**config.mk**
```make
export PLATFORM = sky130hd
export DESIGN_NAME = run_controller
export DESIGN_NICKNAME = d
export VERILOG_FILES = /design/src/rtl/run_controller.sv
export SDC_FILE = /design/constraint.sdc
export NUM_CORES = 1
export LEC_CHECK = 0
export BUFFER_PORTS_ARGS = -buffer_cell sky130_fd_sc_hd__buf_2
export CAP_MARGIN = 20
export CELL_PAD_IN_SITES_DETAIL_PLACEMENT = 1
export CELL_PAD_IN_SITES_GLOBAL_PLACEMENT = 1
export CORE_MARGIN = 10
export CORE_UTILIZATION = 45
export CTS_CLUSTER_DIAMETER = 120
export DETAILED_ROUTE_END_ITERATION = 8
export PLACE_DENSITY = 0.78
export SKIP_CTS_REPAIR_TIMING = 1
export SYNTH_ARGS = -nofsm -noshare
export SYNTH_HDL_FRONTEND = slang
export SYNTH_SLANG_ARGS = --single-unit
```
**constraint.sdc**
```tcl
create_clock -name clk_i -period 2.9 [get_ports clk_i]
set_clock_uncertainty 0.2 [all_clocks]
set_input_delay 0.145 -clock clk_i [delete_from_list [all_inputs] [get_ports clk_i]]
set_output_delay 0.145 -clock clk_i [all_outputs]
set_load 0.05 [all_outputs]
```
**src/rtl/run_controller.sv**
```systemverilog
// rtl/run_controller.sv - run sequencer: program entry table, core launch, retire/cycle counters, watchdog
module run_controller #(
  parameter int num_progs      = 4,
  parameter int addr_width     = 9,
  parameter int cnt_width      = 16,
  parameter int timeout_cycles = 4096,
  parameter int sel_width      = (num_progs > 1) ? $clog2(num_progs) : 1
) (
  input  logic                  clk_i,
  input  logic                  reset_i,
  input  logic                  start_i,
  input  logic [sel_width-1:0]  prog_sel_i,
  input  logic                  base_we_i,
  input  logic [sel_width-1:0]  base_idx_i,
  input  logic [addr_width-1:0] base_din_i,
  input  logic                  core_done_i,
  input  logic                  core_stall_i,
  output logic                  core_start_o,
  output logic [addr_width-1:0] start_addr_o,
  output logic                  busy_o,
  output logic                  done_o,
  output logic                  timeout_o,
  output logic [cnt_width-1:0]  instr_count_o,
  output logic [cnt_width-1:0]  cycle_count_o
);

  typedef enum logic [2:0] {
    S_IDLE,
    S_LOAD,
    S_RUN,
    S_DONE,
    S_FAULT
  } state_t;

  localparam logic [cnt_width-1:0] CNT_ONE = cnt_width'(1);
  localparam int unsigned LIMIT = (timeout_cycles > 0) ? timeout_cycles - 1 : 0;

  state_t                state_q;
  logic                  core_start_q;
  logic                  busy_q;
  logic                  done_q;
  logic                  timeout_q;
  logic [addr_width-1:0] start_addr_q;
  logic [cnt_width-1:0]  instr_count_q;
  logic [cnt_width-1:0]  cycle_count_q;
  logic [addr_width-1:0] table_q [num_progs];

  logic [sel_width-1:0]  sel_d;
  logic [cnt_width-1:0]  instr_count_d;
  logic [cnt_width-1:0]  cycle_count_d;
  logic                  limit_hit;
  logic                  start_ok;

  always_comb begin
    sel_d         = (32'(prog_sel_i) < num_progs) ? prog_sel_i : '0;
    cycle_count_d = (&cycle_count_q) ? cycle_count_q : cycle_count_q + CNT_ONE;
    instr_count_d = (core_stall_i || (&instr_count_q)) ? instr_count_q
                                                       : instr_count_q + CNT_ONE;
    limit_hit     = (timeout_cycles != 0) && (32'(cycle_count_q) == LIMIT);
    start_ok      = start_i && ((state_q == S_IDLE) || (state_q == S_DONE) ||
                                (state_q == S_FAULT));
  end

  // Table reads use the pre-write value, so a same-cycle write+launch sees the old entry.
  always_ff @(posedge clk_i or posedge reset_i) begin
    if (reset_i) begin
      state_q       <= S_IDLE;
      core_start_q  <= 1'b0;
      busy_q        <= 1'b0;
      done_q        <= 1'b0;
      timeout_q     <= 1'b0;
      start_addr_q  <= '0;
      instr_count_q <= '0;
      cycle_count_q <= '0;
      for (int i = 0; i < num_progs; i++) begin
        table_q[i] <= '0;
      end
    end else begin
      if (base_we_i && (32'(base_idx_i) < num_progs)) begin
        table_q[base_idx_i] <= base_din_i;
      end
      case (state_q)
        S_IDLE, S_DONE, S_FAULT: begin
          if (start_ok) begin
            state_q       <= S_LOAD;
            start_addr_q  <= table_q[sel_d];
            instr_count_q <= '0;
            cycle_count_q <= '0;
            core_start_q  <= 1'b1;
            busy_q        <= 1'b1;
            done_q        <= 1'b0;
            timeout_q     <= 1'b0;
          end
        end
        S_LOAD: begin
          state_q      <= S_RUN;
          core_start_q <= 1'b0;
        end
        S_RUN: begin
          if (core_done_i) begin
            state_q <= S_DONE;
            busy_q  <= 1'b0;
            done_q  <= 1'b1;
          end else begin
            cycle_count_q <= cycle_count_d;
            instr_count_q <= instr_count_d;
            if (limit_hit) begin
              state_q   <= S_FAULT;
              busy_q    <= 1'b0;
              timeout_q <= 1'b1;
            end
          end
        end
        default: begin
          state_q      <= S_IDLE;
          core_start_q <= 1'b0;
          busy_q       <= 1'b0;
          done_q       <= 1'b0;
          timeout_q    <= 1'b0;
        end
      endcase
    end
  end

  assign core_start_o  = core_start_q;
  assign start_addr_o  = start_addr_q;
  assign busy_o        = busy_q;
  assign done_o        = done_q;
  assign timeout_o     = timeout_q;
  assign instr_count_o = instr_count_q;
  assign cycle_count_o = cycle_count_q;

endmodule
```
## Word level (Yosys, flattened, before mapping)

Index checks and enable logic that the tools add are counted.

- Word-level logic and storage cells: 79
- Register bits after elaboration: 84
- Output and inout bits: 45
- Bits of input ports: 19

- $lt $le $gt $ge: 3
- Multiplexer cells: 28
- Reduce and logical (&&, ||, !) cells: 18
- Equality and inequality tests: 12
- $add $sub $neg: 2
- Bitwise logic cells: 4

Operator list:

| kind | number |
|---|---|
| two-way mux 16 bit | 5 |
| case mux 16 bit (2 select lines) | 2 |
| bitwise mux 36 bit | 1 |
| adder 16 x 1 -> 16 bit, second input constant | 2 |
| AND reduction 16 bit | 2 |
| two-way mux 9 bit | 3 |
| binary-select mux 9 bit (select 2 bit) | 1 |
| demux 9 bit (select 2 bit) | 1 |
| == test 16 x 12 -> 1 bit, second input constant | 1 |
| != test 2 bit, second input constant | 6 |
| AND reduction 4 bit | 3 |
| two-way mux 3 bit | 3 |
| case mux 1 bit (3 select lines) | 3 |
| case mux 3 bit (3 select lines) | 1 |
| two-way mux 1 bit | 7 |
| == test 3 x 2 -> 1 bit, second input constant | 2 |
| >= comparator 3 bit, second input constant | 2 |
| NOT 2 -> 3 bit | 2 |
| AND reduction 2 bit | 3 |
| AND reduction 3 bit | 2 |
| == test 3 x 1 -> 1 bit, second input constant | 1 |
| == test 3 bit, second input constant | 1 |
| logical NOT 3 bit | 1 |
| logical OR 1 bit | 3 |
| other kinds (7) | 9 |

## Depth between registers and ports, before layout

Gate-level depths: netlist of run 1.

- Depth after elaboration: 6
- Mapped depth: 8
- Depth with buffers taken out: 6

## Least setup slack after synthesis of run 1

No wires, ideal clock.

- Path type: flip-flop to flip-flop
- From: reg cycle_count_q[1] (netlist: cycle_count_o[1])
- To: reg cycle_count_q[0] (netlist: cycle_count_o[0])
- Setup slack: 0.525 ns
- Stages on the path, launching flop included: 6
- Setup time: 0.125 ns
- Clock period less this slack: 2.375 ns
- Path buffers: 0
- Required time: 2.575 ns
- Arrival: 2.050 ns
- Path through: dfrtp_1 > ha_1 > nand3_1 > nor4_2 > a31oi_2 > mux2_2

- Longest elaborated chain between the ends: 3

RTL lines:

| element | RTL line | RTL |
|---|---|---|
| start, declared | 45 | `logic [cnt_width-1:0] cycle_count_q;` |
| start signal, assigned | 105 | `cycle_count_q <= cycle_count_d;` |
| AND reduction 16 bit | 56 | `cycle_count_d = (&cycle_count_q) ? cycle_count_q : cycle_count_q + CNT_ONE;` |
| != test 2 bit (no source line) | n/a |  |
| AND reduction 4 bit (no source line) | n/a |  |

No other way between the ends.
A chain may end at the register's enable or synchronous reset.

## Worst setup path in the final report of run 1

- From: reg cycle_count_q[0] (netlist: cycle_count_o[0])
- To: reg cycle_count_q[6] (netlist: cycle_count_o[6])

- Longest elaborated chain between the ends: 4
- Elaborated cells between the ends (all ways): 7
- Classes of those cells: add/sub (1); eq/ne (1); mux (3); reduce/logical (2)

RTL lines:

| element | RTL line | RTL |
|---|---|---|
| adder 16 x 1 -> 16 bit | 56 |  |
| two-way mux 16 bit | 56 |  |
| two-way mux 16 bit | 100 | `if (core_done_i) begin` |
| case mux 16 bit (2 select lines) | 82 | `case (state_q)` |

Parallel ways exist; a longest one is shown, timed or not. The select of a mux whose other input is x is not followed.

==> flow_summary_export.csv, run 1 <==
group,metric,value,unit
job,drv_cap,0,
synthesis,synth.distinct_cells,51,
route,wl_per_cell,20.06,um
setup_path,path_depth,6,
synthesis,avgSynthCellArea,11.21,sq um
timing,rsz0062_at_grt,"false",
clocking,tritoncts,"yes",
synthesis,yosys_warnings,0,
synthesis,syn_area,4126,sq um
cells_and_area,area_growth,18.07,%
pwr,p_int,2.274,mW
route,avgViaCountPerCell,5.971,
timing,tns,0,ns
setup_path,crit_family,"compound AO/OA/AOI/OAI gates",
timing,setup-violations-final,0,
setup_path,cp_data_arrival_time,2.51,ns
synthesis,synthArstFlopShare,100.0,%
placement,gp_congestion,0.8244,
clocking,clk_latency,0.36,ns
timing,fmax,0.4115,GHz
global_routing,grt_pass1_vias,3563,
clocking,clk_pin_slew,0.09,ns
clocking,clockBufferDepth,2,
route,drc_errors,0,
setup_path,cpMaxStageDelayCell,"nor4_2",
route,drt-initial-drc-count,119,
pwr,seqPwrFrac,40.9,%
route,postRouteAntennaNets,0,
placement,dp_hpwl,7.858,mm
clocking,root_buffer,"clkbuf_8",
route,routed_wl,11.15,mm
synthesis,synth_area_leader_cell,"dfrtp_1",
setup_path,worstPathMaxFanout,11,
synthesis,netlist.area_leader.share,50.94,%
global_routing,grt_overflow,0,
setup_path,crit_buf_inv,0,
setup_path,rrSetupSlack,0.47,ns
global_routing,grtUsageTotal,16.93,%
clocking,cts_buffers,9,
setup_path,worstSetupEndpointType,"register",
die,start_util,46.86,%
pwr,vdd_drop_max,0.0004775,V
global_routing,grt.busiest_layer,"met2",
route,routed-via-count,3320,
global_routing,use_met3,3.359,%
pwr,p_sw_share,41.22,%
cells_and_area,fin_nets,464,
die,row_count,34,
global_routing,antenna_found_initial,0,
die,fp.dieW,115.8,um
global_routing,grt_max_degree,85,
synthesis,seq_area_frac_synth,50.94,%
setup_path,cpMostUsedCell,"o21ai_1",
placement,port_buffers,63,
setup_path,worstPathRequired,2.98,ns
setup_path,ff2ff_path_depth,6,
timing,finalHoldViolCount,0,
timing,min_period,2.430,ns
synthesis,synth-main-ff-cell,"dfrtp_1",
pwr,power.switching,1.595,mW
synthesis,syn_nets,389,
synthesis,synth_top_cells_by_area,"dfrtp_1, mux2_2, mux4_2",
timing,relSlewSlack,63.61,%
timing,tightest_slew,0.5413,ns
global_routing,grt_pass1_wl,18.19,mm
global_routing,gr-usage-met2,28.67,%
clocking,clock_sinks,84,
synthesis,synth_cells,368,
die,die_height,115.8,um
cells_and_area,final_cell_mix,"dfrtp_1, buf_2, mux2_2, nand2_1, o21ai_0",
cells_and_area,drive_gt1_share,32.81,%
synthesis,synth-edff-count,0,
placement,dp_slack,0.4904,ns
die,core_area,8806,sq um
pwr,p_per_area,794.0,nW/um^2
worst_hold_path,min_path_cells,3,
cells_and_area,final_core_util,55.33,%
setup_path,start_kind,"register",
cells_and_area,mostFrequentLayoutCell,"dfrtp_1",
die,dieArea,13400,sq um
pwr,p_leak,2.173,nW
pwr,power_frac_comb,37.1,%
timing,slew_viol_final,0,
setup_path,critical_path_class,"reg2reg",
clocking,cts_max_level,3,
setup_path,path_cells,"ha_1, nand3_1, nor4_2, a41o_1, o21ai_1, o21ai_1",
timing,period_share,83.79,%
synthesis,synth_seq_cells,84,
worst_hold_path,min_path_type,"in2reg",
route,first_pass_iters,4,
die,ioPinCount,64,
pwr,clkPwrFrac,22.0,%
timing,finalWorstSetupSlack,0.4701,ns
outcome,run_status,"complete, no violations",
cells_and_area,diodes,0,
setup_path,cp_slowest_stage_delay,0.53,ns
global_routing,grt_util_met1,21.02,%
layer usage:
layer / wire [um] / up-vias
met5: 0 / -
met4: 203 / 0
met3: 482 / 20
met2: 5587 / 77
met1: 4879 / 1672
li1: - / 1551
final cells by class:
type | instances | area (sq um)
well taps | 108 | 135.1
clock inverters | 7 | 73.82
inverters | 6 | 23.77
flip-flops and latches | 84 | 2102
fillers | 957 | 3934
repair buffers | 82 | 500.5
clock buffers | 9 | 123.9
multi-input cells | 260 | 1913
final timing paths:
check                                  from           endpoint
setup / recovery           cycle_count_o[0]   cycle_count_o[6]
hold / removal                 core_stall_i   instr_count_o[3]
setup reg to reg           cycle_count_o[0]   cycle_count_o[6]
hold reg to reg            cycle_count_o[9]   cycle_count_o[9]
max in group asynchronous           reset_i  instr_count_o[12]
min in group asynchronous           reset_i       core_start_o
worst min-delay path: stages:
cell and delay, ns:
buf_2 0.21, o41ai_1 0.12, o31ai_1 0.07
power by group through the flow:
stage / clock network (mW) / logic (mW) / registers (mW)
finish: 0.851 / 1.44 / 1.58
global route: 0.937 / 1.55 / 1.62
CTS: 0.873 / 1.44 / 1.58
detailed placement: 0 / 1.43 / 1.60
global placement: 0 / 1.39 / 1.58
floorplan: 0 / 0.716 / 1.93
synth_stat cells, drive strengths merged (2+ instances only):
| library cell | number |
|---|---|
| and3 | 11 |
| a21oi | 14 |
| o211ai | 3 |
| nor3 | 7 |
| mux2 | 46 |
| nand2b | 4 |
| inv | 6 |
| nand4b | 2 |
| o31ai | 7 |
| o21ai | 37 |
| clkbuf | 10 |
| ha | 2 |
| nor2 | 19 |
| nor4 | 5 |
| nand4 | 8 |
| or3 | 4 |
| and4 | 2 |
| nand3b | 2 |
| dfrtp | 84 |
| mux4 | 9 |
| nand2 | 26 |
| nand3 | 18 |
| a31oi | 8 |
| buf | 8 |
| or4 | 2 |
| a41oi | 5 |
per-stage QoR:
stage	cells	instance area, sq um	hold slack, ns	total power [mW]
2_1_floorplan	368	4126	0.09558	2.645
3_3_place_gp	528	4554	0.07436	2.978
3_5_place_dp	528	4554	0.07937	3.030
4_1_cts	544	4752	-0.3202	3.891
5_1_grt	556	4872	0.009667	4.111
6_report	556	4872	0.02226	3.869
sequential cells by signal, summed over array words and instances, names as in the netlist:
name,count
core_start_o,1
cycle_count_o,16
start_addr_o,9
table_q,36
state_q,3
busy_o,1
timeout_o,1
instr_count_o,16
done_o,1
cells by family (layout without fill, tap and decap cells):
family                   count (synthesis)  count (layout)  synth area share [%]
buffers and inverters                   24             104                 2.698
AND/OR/NAND/NOR                        117             117                 15.34
flip-flops                              84              84                 50.94
adder cells (fa/ha/maj)                  2               2                0.6063
multiplexers                            55              55                 17.47
AO/OA/AOI/OAI                           86              86                 12.95
No activity file was read; power rests on OpenSTA's default activity.
==> run 2, diff against run 1 <==
clock period = 2.5 ns   (was 2.9 ns; I/O delays follow)
==> flow_summary_export.csv, run 2 (synthesis gave the netlist of run 1 again) <==
group,metric,value,unit
outcome,run_status,"complete, no violations",
setup_path,worstSetupEndpointType,"register",
setup_path,cp_data_arrival_time,2.39,ns
setup_path,cpMostUsedCell,"o21ai_1",
timing,min_period,2.314,ns
setup_path,reg2reg_to,"cycle_count_o[11]",
timing,tns,0,ns
clocking,root_buffer,"clkbuf_8",
setup_path,worstPathRequired,2.58,ns
setup_path,startpoint,"cycle_count_o[0]",
die,fp.dieW,115.8,um
clocking,tritoncts,"yes",
setup_path,cp_slowest_stage_delay,0.50,ns
cells_and_area,n_fill_cell,965,
setup_path,rrSetupSlack,0.19,ns
timing,hold_ws,0.006123,ns
cells_and_area,mostFrequentLayoutCell,"dfrtp_1",
global_routing,grtUsageTotal,17.69,%
placement,port_buffers,63,
worst_hold_path,min_path_cells,3,
cells_and_area,multi_input_area,1918,sq um
die,ioPinCount,64,
placement,place_inst,540,
worst_hold_path,whs_endpoint,"instr_count_o[3]",
timing,relSlewSlack,47.06,%
timing,rsz0062_at_grt,"false",
cells_and_area,regMostFlops,"table_q",
placement,gp_congestion,0.8520,
route,routed_wl,11.44,mm
route,drt-initial-drc-count,162,
global_routing,grt.busiest_layer,"met2",
die,row_count,34,
clocking,cts_max_level,3,
die,core_area,8806,sq um
route,routed-via-count,3376,
cells_and_area,drive_gt1_share,34.57,%
clocking,cts_buffers,9,
route,postRouteAntennaNets,0,
setup_path,cpMaxStageDelayCell,"a41o_1",
cells_and_area,diodes,0,
cells_and_area,final_cell_mix,"dfrtp_1, buf_2, mux2_2, nand2_1, o21ai_0",
cells_and_area,fin_nets,476,
timing,tightest_slew,0.7932,ns
clocking,clock_sinks,84,
global_routing,grt_max_degree,46,
timing,period_share,92.57,%
cells_and_area,regArea,2102,sq um
placement,dp_hpwl,8.102,mm
clocking,clockBufferDepth,2,
setup_path,crit_buf_inv,0,
setup_path,reg2reg_from,"cycle_count_o[0]",
worst_hold_path,hp-start,"core_stall_i",
global_routing,grt_overflow,0,
setup_path,critical_path_class,"reg2reg",
global_routing,gr-usage-met2,31.40,%
clocking,clk_latency,0.35,ns
route,drc_errors,0,
pwr,p_per_area,930.1,nW/um^2
cells_and_area,post_layout_nonfiller_instances,568,
timing,finalHoldViolCount,0,
global_routing,use_met3,4.238,%
setup_path,start_kind,"register",
die,start_util,46.86,%
global_routing,grt_pass1_vias,3695,
global_routing,grt_pass1_wl,19.02,mm
job,drv_cap,0,
cells_and_area,largest_register_ffs,36,
pwr,vdd_drop_max,0.0006595,V
global_routing,antenna_found_initial,0,
setup_path,worstPathMaxFanout,11,
route,avgViaCountPerCell,5.944,
setup_path,crit_family,"compound AO/OA/AOI/OAI gates",
pwr,p_leak,2.244,nW
die,dieArea,13400,sq um
timing,setup-violations-final,0,
global_routing,grt_util_met1,21.12,%
route,wl_per_cell,20.14,um
timing,slew_viol_final,0,
timing,fmax,0.4321,GHz
die,die_height,115.8,um
setup_path,path_cells,"ha_1, nand3_1, nor4_2, a41o_1, o21ai_1, o21ai_1",
setup_path,ff2ff_path_depth,6,
route,first_pass_iters,6,
cells_and_area,area_growth,20.80,%
clocking,clk_pin_slew,0.09,ns
worst_hold_path,min_path_type,"in2reg",
==> run 2: per-layer routing <==
layer,vias up,share of wire [%]
li1,1574,-
met1,1722,43
met2,68,52
met3,12,4.6
met4,0,1.1
met5,-,0
==> run 2: worst max-delay path by stage <==
stage	end	depth (start not counted)
2_1_floorplan	busy_o	1
6_report	cycle_count_o[11]	6
4_1_cts	cycle_count_o[11]	6
3_3_place_gp	cycle_count_o[0]	5
3_5_place_dp	state_q[1]	6
5_1_grt	cycle_count_o[11]	6
==> run 2: stage by stage <==
stage | util, % | setup slack [ns] | power (mW) | cell area [sq um]
finish | 56.61 | 0.1858 | 4.637 | 4985
global route | 56.61 | 0.02321 | 4.897 | 4985
CTS | 55.19 | 0.1890 | 4.658 | 4860
detailed placement | 52.74 | 0.2122 | 3.563 | 4644
global placement | 52.74 | 0.3644 | 3.495 | 4644
floorplan | - | 0.009856 | 3.068 | 4126
==> run 2: final cells by class <==
type | count | share of cell area (%)
multi-input cells | 260 | 38.48
flip-flops and latches | 84 | 42.17
repair buffers | 94 | 11.85
clock buffers | 10 | 2.560
well taps | 108 | 2.711
inverters | 6 | 0.4769
clock inverters | 6 | 1.757
==> run 2: report_power, final <==
group / switching (mW) / internal [mW]
logic: 1.16 / 0.594
registers: 0.180 / 1.62
clock network: 0.524 / 0.566
total: 1.86 / 2.78
==> run 2: worst register-to-register path: stages (launching register included) <==
cell,delay [ns]
dfrtp_1,0.46
ha_1,0.27
nand3_1,0.20
nor4_2,0.38
a41o_1,0.50
o21ai_1,0.14
o21ai_1,0.11
